===== config.mk =====
export PLATFORM = sky130hd
export DESIGN_NAME = nibble_serial_subtractor
export DESIGN_NICKNAME = d
export VERILOG_FILES = /design/src/rtl/nibble_serial_subtractor_pkg.sv /design/src/rtl/nibble_serial_subtractor_borrow_lookahead4.sv /design/src/rtl/nibble_serial_subtractor.sv
export SDC_FILE = /design/constraint.sdc
export NUM_CORES = 1
export LEC_CHECK = 0
export CAP_MARGIN = 20
export CORE_AREA = 8 8 143 78
export DETAILED_ROUTE_END_ITERATION = 8
export DIE_AREA = 0 0 151 86
export PLACE_DENSITY = 0.85
export REMOVE_ABC_BUFFERS = 1
export SYNTH_ARGS = -nofsm -noshare
export SYNTH_HDL_FRONTEND = slang
export SYNTH_SLANG_ARGS = --single-unit

===== constraint.sdc =====
create_clock -name clk -period 6 [get_ports clk]
set_input_delay 1.5 -clock clk [delete_from_list [all_inputs] [get_ports clk]]
set_output_delay 1.5 -clock clk [all_outputs]
set_load 0.05 [all_outputs]

===== src/rtl/nibble_serial_subtractor_pkg.sv =====
// Shared definitions for the nibble-serial subtractor: FSM encoding, the nibble
// width and the helper that sizes the nibble index.
package nibble_serial_subtractor_pkg;

    localparam int NIBBLE = 4;

    typedef enum logic [1:0] {
        IDLE = 2'd0,
        RUN  = 2'd1,
        DONE = 2'd2
    } state_t;

    // Index width for WIDTH/NIBBLE slices; WIDTH >= 8 keeps this at least 1.
    function automatic int idx_width(input int width);
        return $clog2(width / NIBBLE);
    endfunction

endpackage


===== src/rtl/nibble_serial_subtractor_borrow_lookahead4.sv =====
// Four-bit subtract slice: d = a - b - bin, with every borrow formed as a flat
// sum of generate/propagate products so no borrow waits on another.
module borrow_lookahead4 (
    input  logic [3:0] a,
    input  logic [3:0] b,
    input  logic       bin,
    output logic [3:0] d,
    output logic       bout
);

    logic [3:0] g_s;
    logic [3:0] p_s;
    logic [3:0] bi_s;

    assign g_s = ~a & b;
    assign p_s = ~(a ^ b);

    assign bi_s[0] = bin;
    assign bi_s[1] = g_s[0] | (p_s[0] & bin);
    assign bi_s[2] = g_s[1] | (p_s[1] & g_s[0]) | (p_s[1] & p_s[0] & bin);
    assign bi_s[3] = g_s[2] | (p_s[2] & g_s[1]) | (p_s[2] & p_s[1] & g_s[0])
                   | (p_s[2] & p_s[1] & p_s[0] & bin);
    assign bout    = g_s[3] | (p_s[3] & g_s[2]) | (p_s[3] & p_s[2] & g_s[1])
                   | (p_s[3] & p_s[2] & p_s[1] & g_s[0])
                   | (p_s[3] & p_s[2] & p_s[1] & p_s[0] & bin);

    assign d = a ^ b ^ bi_s;

endmodule


===== src/rtl/nibble_serial_subtractor.sv =====
// Serial a - b, one nibble per cycle through a borrow-lookahead slice; flags
// are registered on the last nibble and held until the next accepted start.
module nibble_serial_subtractor
    import nibble_serial_subtractor_pkg::*;
#(
    parameter int WIDTH = 32
) (
    input  logic             clk,
    input  logic             reset,
    input  logic             start,
    input  logic [WIDTH-1:0] a,
    input  logic [WIDTH-1:0] b,
    output logic             busy,
    output logic             done,
    output logic [WIDTH-1:0] diff,
    output logic             borrow_out,
    output logic             overflow,
    output logic             zero
);

    localparam int NNIB = WIDTH / NIBBLE;
    localparam int IDXW = idx_width(WIDTH);
    localparam logic [IDXW-1:0] LAST_IDX = IDXW'(NNIB - 1);

    state_t            state_q, state_d;
    logic [WIDTH-1:0]  a_q, a_d;
    logic [WIDTH-1:0]  b_q, b_d;
    logic [WIDTH-1:0]  diff_q, diff_d;
    logic [IDXW-1:0]   idx_q, idx_d;
    logic              borrow_q, borrow_d;
    logic              borrow_out_q, borrow_out_d;
    logic              overflow_q, overflow_d;
    logic              zero_q, zero_d;
    logic              busy_q, busy_d;
    logic              done_q, done_d;

    logic [NIBBLE-1:0] nib_a_s;
    logic [NIBBLE-1:0] nib_b_s;
    logic [NIBBLE-1:0] nib_d_s;
    logic              nib_bout_s;
    logic [WIDTH-1:0]  diff_ins_s;

    assign nib_a_s = a_q[NIBBLE*idx_q +: NIBBLE];
    assign nib_b_s = b_q[NIBBLE*idx_q +: NIBBLE];

    borrow_lookahead4 u_slice (
        .a    (nib_a_s),
        .b    (nib_b_s),
        .bin  (borrow_q),
        .d    (nib_d_s),
        .bout (nib_bout_s)
    );

    // Current diff with this cycle's nibble merged in, so the final flags see the whole result.
    always_comb begin
        diff_ins_s = diff_q;
        diff_ins_s[NIBBLE*idx_q +: NIBBLE] = nib_d_s;
    end

    // Next-state and datapath update.
    always_comb begin
        state_d      = state_q;
        a_d          = a_q;
        b_d          = b_q;
        diff_d       = diff_q;
        idx_d        = idx_q;
        borrow_d     = borrow_q;
        borrow_out_d = borrow_out_q;
        overflow_d   = overflow_q;
        zero_d       = zero_q;
        case (state_q)
            IDLE: begin
                if (start) begin
                    a_d      = a;
                    b_d      = b;
                    borrow_d = 1'b0;
                    idx_d    = '0;
                    state_d  = RUN;
                end else begin
                    state_d  = IDLE;
                end
            end
            RUN: begin
                diff_d   = diff_ins_s;
                borrow_d = nib_bout_s;
                if (idx_q == LAST_IDX) begin
                    idx_d        = '0;
                    borrow_out_d = nib_bout_s;
                    overflow_d   = (a_q[WIDTH-1] != b_q[WIDTH-1]) &&
                                   (diff_ins_s[WIDTH-1] != a_q[WIDTH-1]);
                    zero_d       = (diff_ins_s == '0);
                    state_d      = DONE;
                end else begin
                    idx_d   = idx_q + IDXW'(1);
                    state_d = RUN;
                end
            end
            DONE: begin
                state_d = IDLE;
            end
            default: begin
                state_d = IDLE;
            end
        endcase
        busy_d = (state_d == RUN);
        done_d = (state_d == DONE);
    end

    // State and output registers.
    always_ff @(posedge clk) begin
        if (reset) begin
            state_q      <= IDLE;
            a_q          <= '0;
            b_q          <= '0;
            diff_q       <= '0;
            idx_q        <= '0;
            borrow_q     <= 1'b0;
            borrow_out_q <= 1'b0;
            overflow_q   <= 1'b0;
            zero_q       <= 1'b0;
            busy_q       <= 1'b0;
            done_q       <= 1'b0;
        end else begin
            state_q      <= state_d;
            a_q          <= a_d;
            b_q          <= b_d;
            diff_q       <= diff_d;
            idx_q        <= idx_d;
            borrow_q     <= borrow_d;
            borrow_out_q <= borrow_out_d;
            overflow_q   <= overflow_d;
            zero_q       <= zero_d;
            busy_q       <= busy_d;
            done_q       <= done_d;
        end
    end

    assign busy       = busy_q;
    assign done       = done_q;
    assign diff       = diff_q;
    assign borrow_out = borrow_out_q;
    assign overflow   = overflow_q;
    assign zero       = zero_q;

endmodule


==> results of run 1 <==
## state kept, by name, summed over array words and instances (netlist names)
signal,flops
done,1
borrow_q,1
idx_q,3
overflow,1
b_q,32
a_q,32
diff,32
borrow_out,1
state_q,2
busy,1
zero,1
## cells in the final DEF, fill, tap and decap left out, types with 2 or more instances in the layout
master	instances
buf_12	2
o221ai_1	3
buf_4	3
clkbuf_16	9
mux4_2	16
a211oi_1	6
mux2i_1	13
nor3_1	20
nor2_1	57
and2_2	2
xor2_1	2
nand3_1	10
nand3b_1	2
ha_1	11
o21ai_0	12
bufinv_16	2
a31oi_1	5
inv_1	8
nand2_1	152
nand2b_1	3
o31ai_1	2
nand4_1	5
clkdlybuf4s50_1	102
nor2b_1	3
a21oi_1	93
inv_6	3
dfxtp_1	107
nor4_1	4
## layer usage
| metal | GRT usage | up-vias | part of all wire |
|---|---|---|---|
| met4 | 0.0580 | 0 | 0.014 |
| met5 | 0 | - | 0 |
| met1 | 0.311 | 2191 | 0.48 |
| met2 | 0.309 | 215 | 0.42 |
| li1 | - | 2205 | - |
| met3 | 0.0657 | 23 | 0.093 |
## logic make-up after synthesis
group / after synthesis / synth area share
buffers and inverters: 49 / 0.0471
flip-flops: 107 / 0.434
XOR/XNOR: 4 / 0.00862
AND/OR/NAND/NOR: 265 / 0.228
AO/OA/AOI/OAI: 131 / 0.151
multiplexers: 29 / 0.0994
adder cells (fa/ha/maj): 12 / 0.0319
## synthesized netlist by cell type, types with 6 or more instances
library cell / instances
nor2_1: 57
ha_1: 11
dfxtp_1: 107
a21oi_1: 93
buf_2: 6
clkbuf_1: 23
o21ai_0: 12
buf_1: 6
mux4_2: 16
nor3_1: 20
inv_1: 8
mux2i_1: 13
nand3_1: 10
a211oi_1: 6
nand2_1: 153
## per-stage QoR
stage / cell area (um2) / util
after floorplan: 4740 / -
after global placement: 5930 / 0.649
after detailed placement: 5950 / 0.651
after CTS: 6270 / 0.687
after global routing: 6300 / 0.690
final: 6300 / 0.690
## worst register-to-register path, cell delays in order (launching register included)
cell and delay, ns:
dfxtp_1 0.80, buf_4 0.37, mux4_2 0.54, nand2_1 0.08, nand2_1 0.07, ha_1 0.31, o21ai_0 0.11, o21bai_2 0.20
xor2_2 0.52, o31a_4 0.27, nor3_2 0.04, a311oi_1 0.24, nor3_1 0.08
## layout make-up
type / count / area (um2)
inverters: 9 / 33.8
well taps: 121 / 151
repair buffers: 107 / 1080
fillers: 739 / 2830
flip-flops and latches: 107 / 2140
clock buffers: 9 / 225
multi-input cells: 441 / 2560
clock inverters: 7 / 98.8
## power by group through the flow
stage	combinational (W)	clock, W	sequential, W
after floorplan	0.000146	0	0.000789
after global routing	0.000304	0.000678	0.000771
after detailed placement	0.000271	0	0.000782
after CTS	0.000273	0.000649	0.000767
final	0.000280	0.000643	0.000767
after global placement	0.000263	0	0.000781
## worst max path at each step
stage,startpoint,depth (start not counted),slack [ns],endpoint
floorplan,idx_q[0],9,2.48,overflow
global placement,idx_q[0],12,2.46,overflow
detailed placement,idx_q[1],10,2.28,overflow
CTS,idx_q[0],12,2.20,overflow
global route,idx_q[0],12,1.87,overflow
finish,idx_q[0],12,2.22,overflow
==> flow_summary.ini, run 1 <==
[power_and_ir_drop]
switching_share = 0.272
clockPowerShare = 0.380
design_power_total_w = 0.00169
p_switching_w = 0.000460
p_leak_nw = 2.29
cellInternalPower_w = 0.00123
seqPwrFrac = 0.454
pwr-share-comb = 0.166
peakVddDrop_v = 0.000185
powerDensity_nw_per_um2 = 268

[setup_path]
start_kind = register
critPathBufInv = 1
cp-end-kind = register
cp_top_family = compound AO/OA/AOI/OAI gates
r2r-start = idx_q[0]
crit_chain = buf_4 -> mux4_2 -> nand2_1 -> nand2_1 -> ha_1 -> o21ai_0 -> o21bai_2 -> xor2_2 -> o31a_4 -> nor3_2 -> a311oi_1 -> nor3_1
crit_top_cell = nand2_1
r2r_cells = 12
rr_endpoint = overflow
max_stage_delay_ns = 0.80
r2r_setup_slack_ns = 2.22
arrival_ns = 3.97
required_ns = 6.19
crit_fanout = 15
timing_worst_setup_path_type = reg2reg
slowest_stage = dfxtp_1

[floorplan]
dieHeight_um = 86
die_w_um = 151
dieArea_um2 = 13000
start_util = 0.540
core.rowCount = 25
io-pin-count = 104
core_area_um2 = 9130

[place]
dpl_worst_slack_ns = 2.28
dpl.cell_count = 783
place_congestion = 0.966
portBuffers = 103
dp.final_hpwl_um = 9940

[synthesis]
synth_largest_area_cell = dfxtp_1
synth_edf_count = 0
synth_area_um2 = 4940
yosys_warnings = 0
synthTopCellsByArea = dfxtp_1 (43%), nand2_1 (12%), a21oi_1 (9.4%)
avgSynthCellArea_um2 = 8.27
synth-seq-cells = 107
synth_cells = 597
synth_cell_types = 48
synth_top_area_frac = 0.434
ys_seq_area_frac = 0.434
synth-main-ff-cell = dfxtp_1
synthArstFlopShare = 0

[sta]
setup_ws_ns = 2.22
finalMaxSlewViolations = 0
finalSetupViolations = 0
min_period_over_period = 0.630
tightest_slew_ns = 1.11
clock.fmax_mhz = 265
rsz0062_at_grt = false
max_slew_margin = 0.258
hold_violations = 0
tns_ns = 0
fin_skew_ns = 0.0109
holdWs_ns = 0.457
period_minus_slack_ns = 3.78

[drt]
drt-initial-drc-count = 513
wl_per_cell_um = 17.4
drcViolationCount = 0
vias = 4634
ant_nets = 0
wirelength_um = 14000
viasPerCell = 5.79
drtPass1Iterations = 5

[grt]
grt_usage = 0.218
antenna_found_initial = 0
grt_overflow_total = 0
grt_max_degree = 108
grt_pass1_vias = 4524
grt_first_pass_wirelength_um = 22700

[cells_and_area]
drive_above_1_share = 0.0721
antenna_cells = 0
nets = 754
layout.cells.non_filler = 801
area_delta_synth_final_pct = 27.6

[clock_tree]
clockBufferDepth = 2
numClockSinks = 107
clk_latency_ns = 0.35
ctsHoldBuffers = 0
clk_pin_slew_ns = 0.07
cts-root-buf = clkbuf_16
cts_resized = 0
htree_levels = 3
cts_made_buffers = 9
cts_tree = yes
post-cts-setup-buffers = 0

[run]
cap_violations = 0

[min_path]
hold_path.class = reg2reg
hp-start = a_q[19]
holdPathStages = 2
holdPathEnd = a_q[19]

[outcome]
status = completed
No activity file was read; power rests on OpenSTA's default activity.
==> run 2: changes to the inputs <==
Settings changed: CORE_AREA 8 8 143 78 to 8 8 149 81, DIE_AREA 0 0 151 86 to 0 0 157 89, PLACE_DENSITY 0.85 to 0.79.
Clock period 6 ns to 3.86 ns, I/O delays scaled along.
==> flow_summary.ini, run 2 (synthesis results as in run 1) <==
[min_path]
hp-start = a_q[30]
hold_path.class = reg2reg

[clock_tree]
post-cts-setup-buffers = 0
cts-root-buf = clkbuf_16
cts_tree = yes
clk_latency_ns = 0.35
htree_levels = 3
cts_resized = 0
clockBufferDepth = 2
cts_made_buffers = 9
ctsHoldBuffers = 0
numClockSinks = 107
clk_pin_slew_ns = 0.07

[sta]
finalMaxSlewViolations = 0
min_period_over_period = 0.871
fin_skew_ns = 0.00460
tightest_slew_ns = 0.586
hold_violations = 0
max_slew_margin = 0.609
clock.fmax_mhz = 297
rsz0062_at_grt = false
finalSetupViolations = 0
period_minus_slack_ns = 3.36
tns_ns = 0

[floorplan]
dieHeight_um = 89
io-pin-count = 104
core.rowCount = 26
dieArea_um2 = 14000
core_area_um2 = 9920
die_w_um = 157
start_util = 0.497

[drt]
ant_nets = 0
drt-initial-drc-count = 335
viasPerCell = 5.56
drtPass1Iterations = 5
drcViolationCount = 0
vias = 4594
wirelength_um = 13700
wl_per_cell_um = 16.6

[run]
cap_violations = 0

[grt]
grt_overflow_total = 0
grt_first_pass_wirelength_um = 22300
grt_pass1_vias = 4335
grt_usage = 0.203
grt_max_degree = 60
antenna_found_initial = 0

[cells_and_area]
drive_above_1_share = 0.0815
layout_common_cells = nand2_1 (152), dfxtp_1 (107), clkdlybuf4s50_1 (102), a21oi_1 (93), nor2_1 (57)
fin_area_um2 = 6320
final_common_cell = nand2_1
fill_cells = 833
antenna_cells = 0
area_delta_synth_final_pct = 28.1
nets = 761

[setup_path]
crit_fanout = 16
startpoint = idx_q[0]
r2r-start = idx_q[0]
required_ns = 4.13
timing_worst_setup_path_type = reg2reg
start_kind = register
arrival_ns = 3.63
cp-end-kind = register

[power_and_ir_drop]
p_leak_nw = 2.31
powerDensity_nw_per_um2 = 402
peakVddDrop_v = 0.000265

[outcome]
status = completed

[place]
dpl_cell_area_um2 = 6030
place_congestion = 0.936
dp.final_hpwl_um = 10100
portBuffers = 103
run 2: changes by cell type in the layout (fill, tap and decap cells not counted), sizes merged:
cell and delta:
bufinv -2, clkbuf +3, clkinv +1, buf +7, inv -1, clkinvlp -1
run 2: worst max-delay path: stages, from the launching register on:
cell and delay, ns:
dfxtp_1 0.39, buf_4 0.22, buf_4 0.28, mux4_2 0.55
nand2_1 0.08, nand2_1 0.05, ha_1 0.31, o21ai_0 0.13
o21bai_2 0.19, xor2_2 0.08, buf_4 0.18, o31a_4 0.38
nor3_2 0.15, a311oi_1 0.07, nor3_1 0.20
run 2: per-stage QoR:
step	instances	hold slack [ns]	setup slack, ns	total power, W	utilization
after floorplan	557	0.427	0.340	0.00145	-
after global placement	811	0.442	0.658	0.00164	0.607
after detailed placement	811	0.443	0.518	0.00165	0.607
after CTS	827	0.453	0.491	0.00254	0.637
after global routing	827	0.475	0.291	0.00265	0.637
final	827	0.450	0.498	0.00254	0.637
run 2: area by class of cell:
cell class                 instances  area (um2)  area share
multi-input combinational        441        2560       0.406
tap                              140         175      0.0277
clock inverter                     4        31.3     0.00495
inverter                           9        33.8     0.00534
timing repair buffer             114        1110       0.176
clock buffer                      12         267      0.0421
sequential                       107        2140       0.339
run 2: final timing paths:
kind | slack, ns | cells past startpoint | end
worst max-delay path | 0.50 | 14 | overflow
worst min-delay path | 0.45 | 2 | a_q[30]
worst max register to register | 0.50 | 14 | overflow
worst min register to register | 0.45 | 2 | a_q[30]
run 2: power by group:
part / leakage (nW) / switching, W / total [W] / internal (W)
clock: 0.150 / 0.000408 / 0.000903 / 0.000495
sequential: 0.873 / 0.0000356 / 0.00119 / 0.00115
combinational: 1.29 / 0.000257 / 0.000452 / 0.000194
total: 2.31 / 0.000701 / 0.00254 / 0.00184
run 2: metal layers:
| layer | wire [um] | GRT usage | vias to the layer above |
|---|---|---|---|
| li1 | - | - | 2226 |
| met1 | 6670 | 0.288 | 2136 |
| met2 | 5460 | 0.282 | 210 |
| met3 | 1420 | 0.0714 | 22 |
| met4 | 183 | 0.0589 | 0 |
| met5 | 0 | 0 | - |
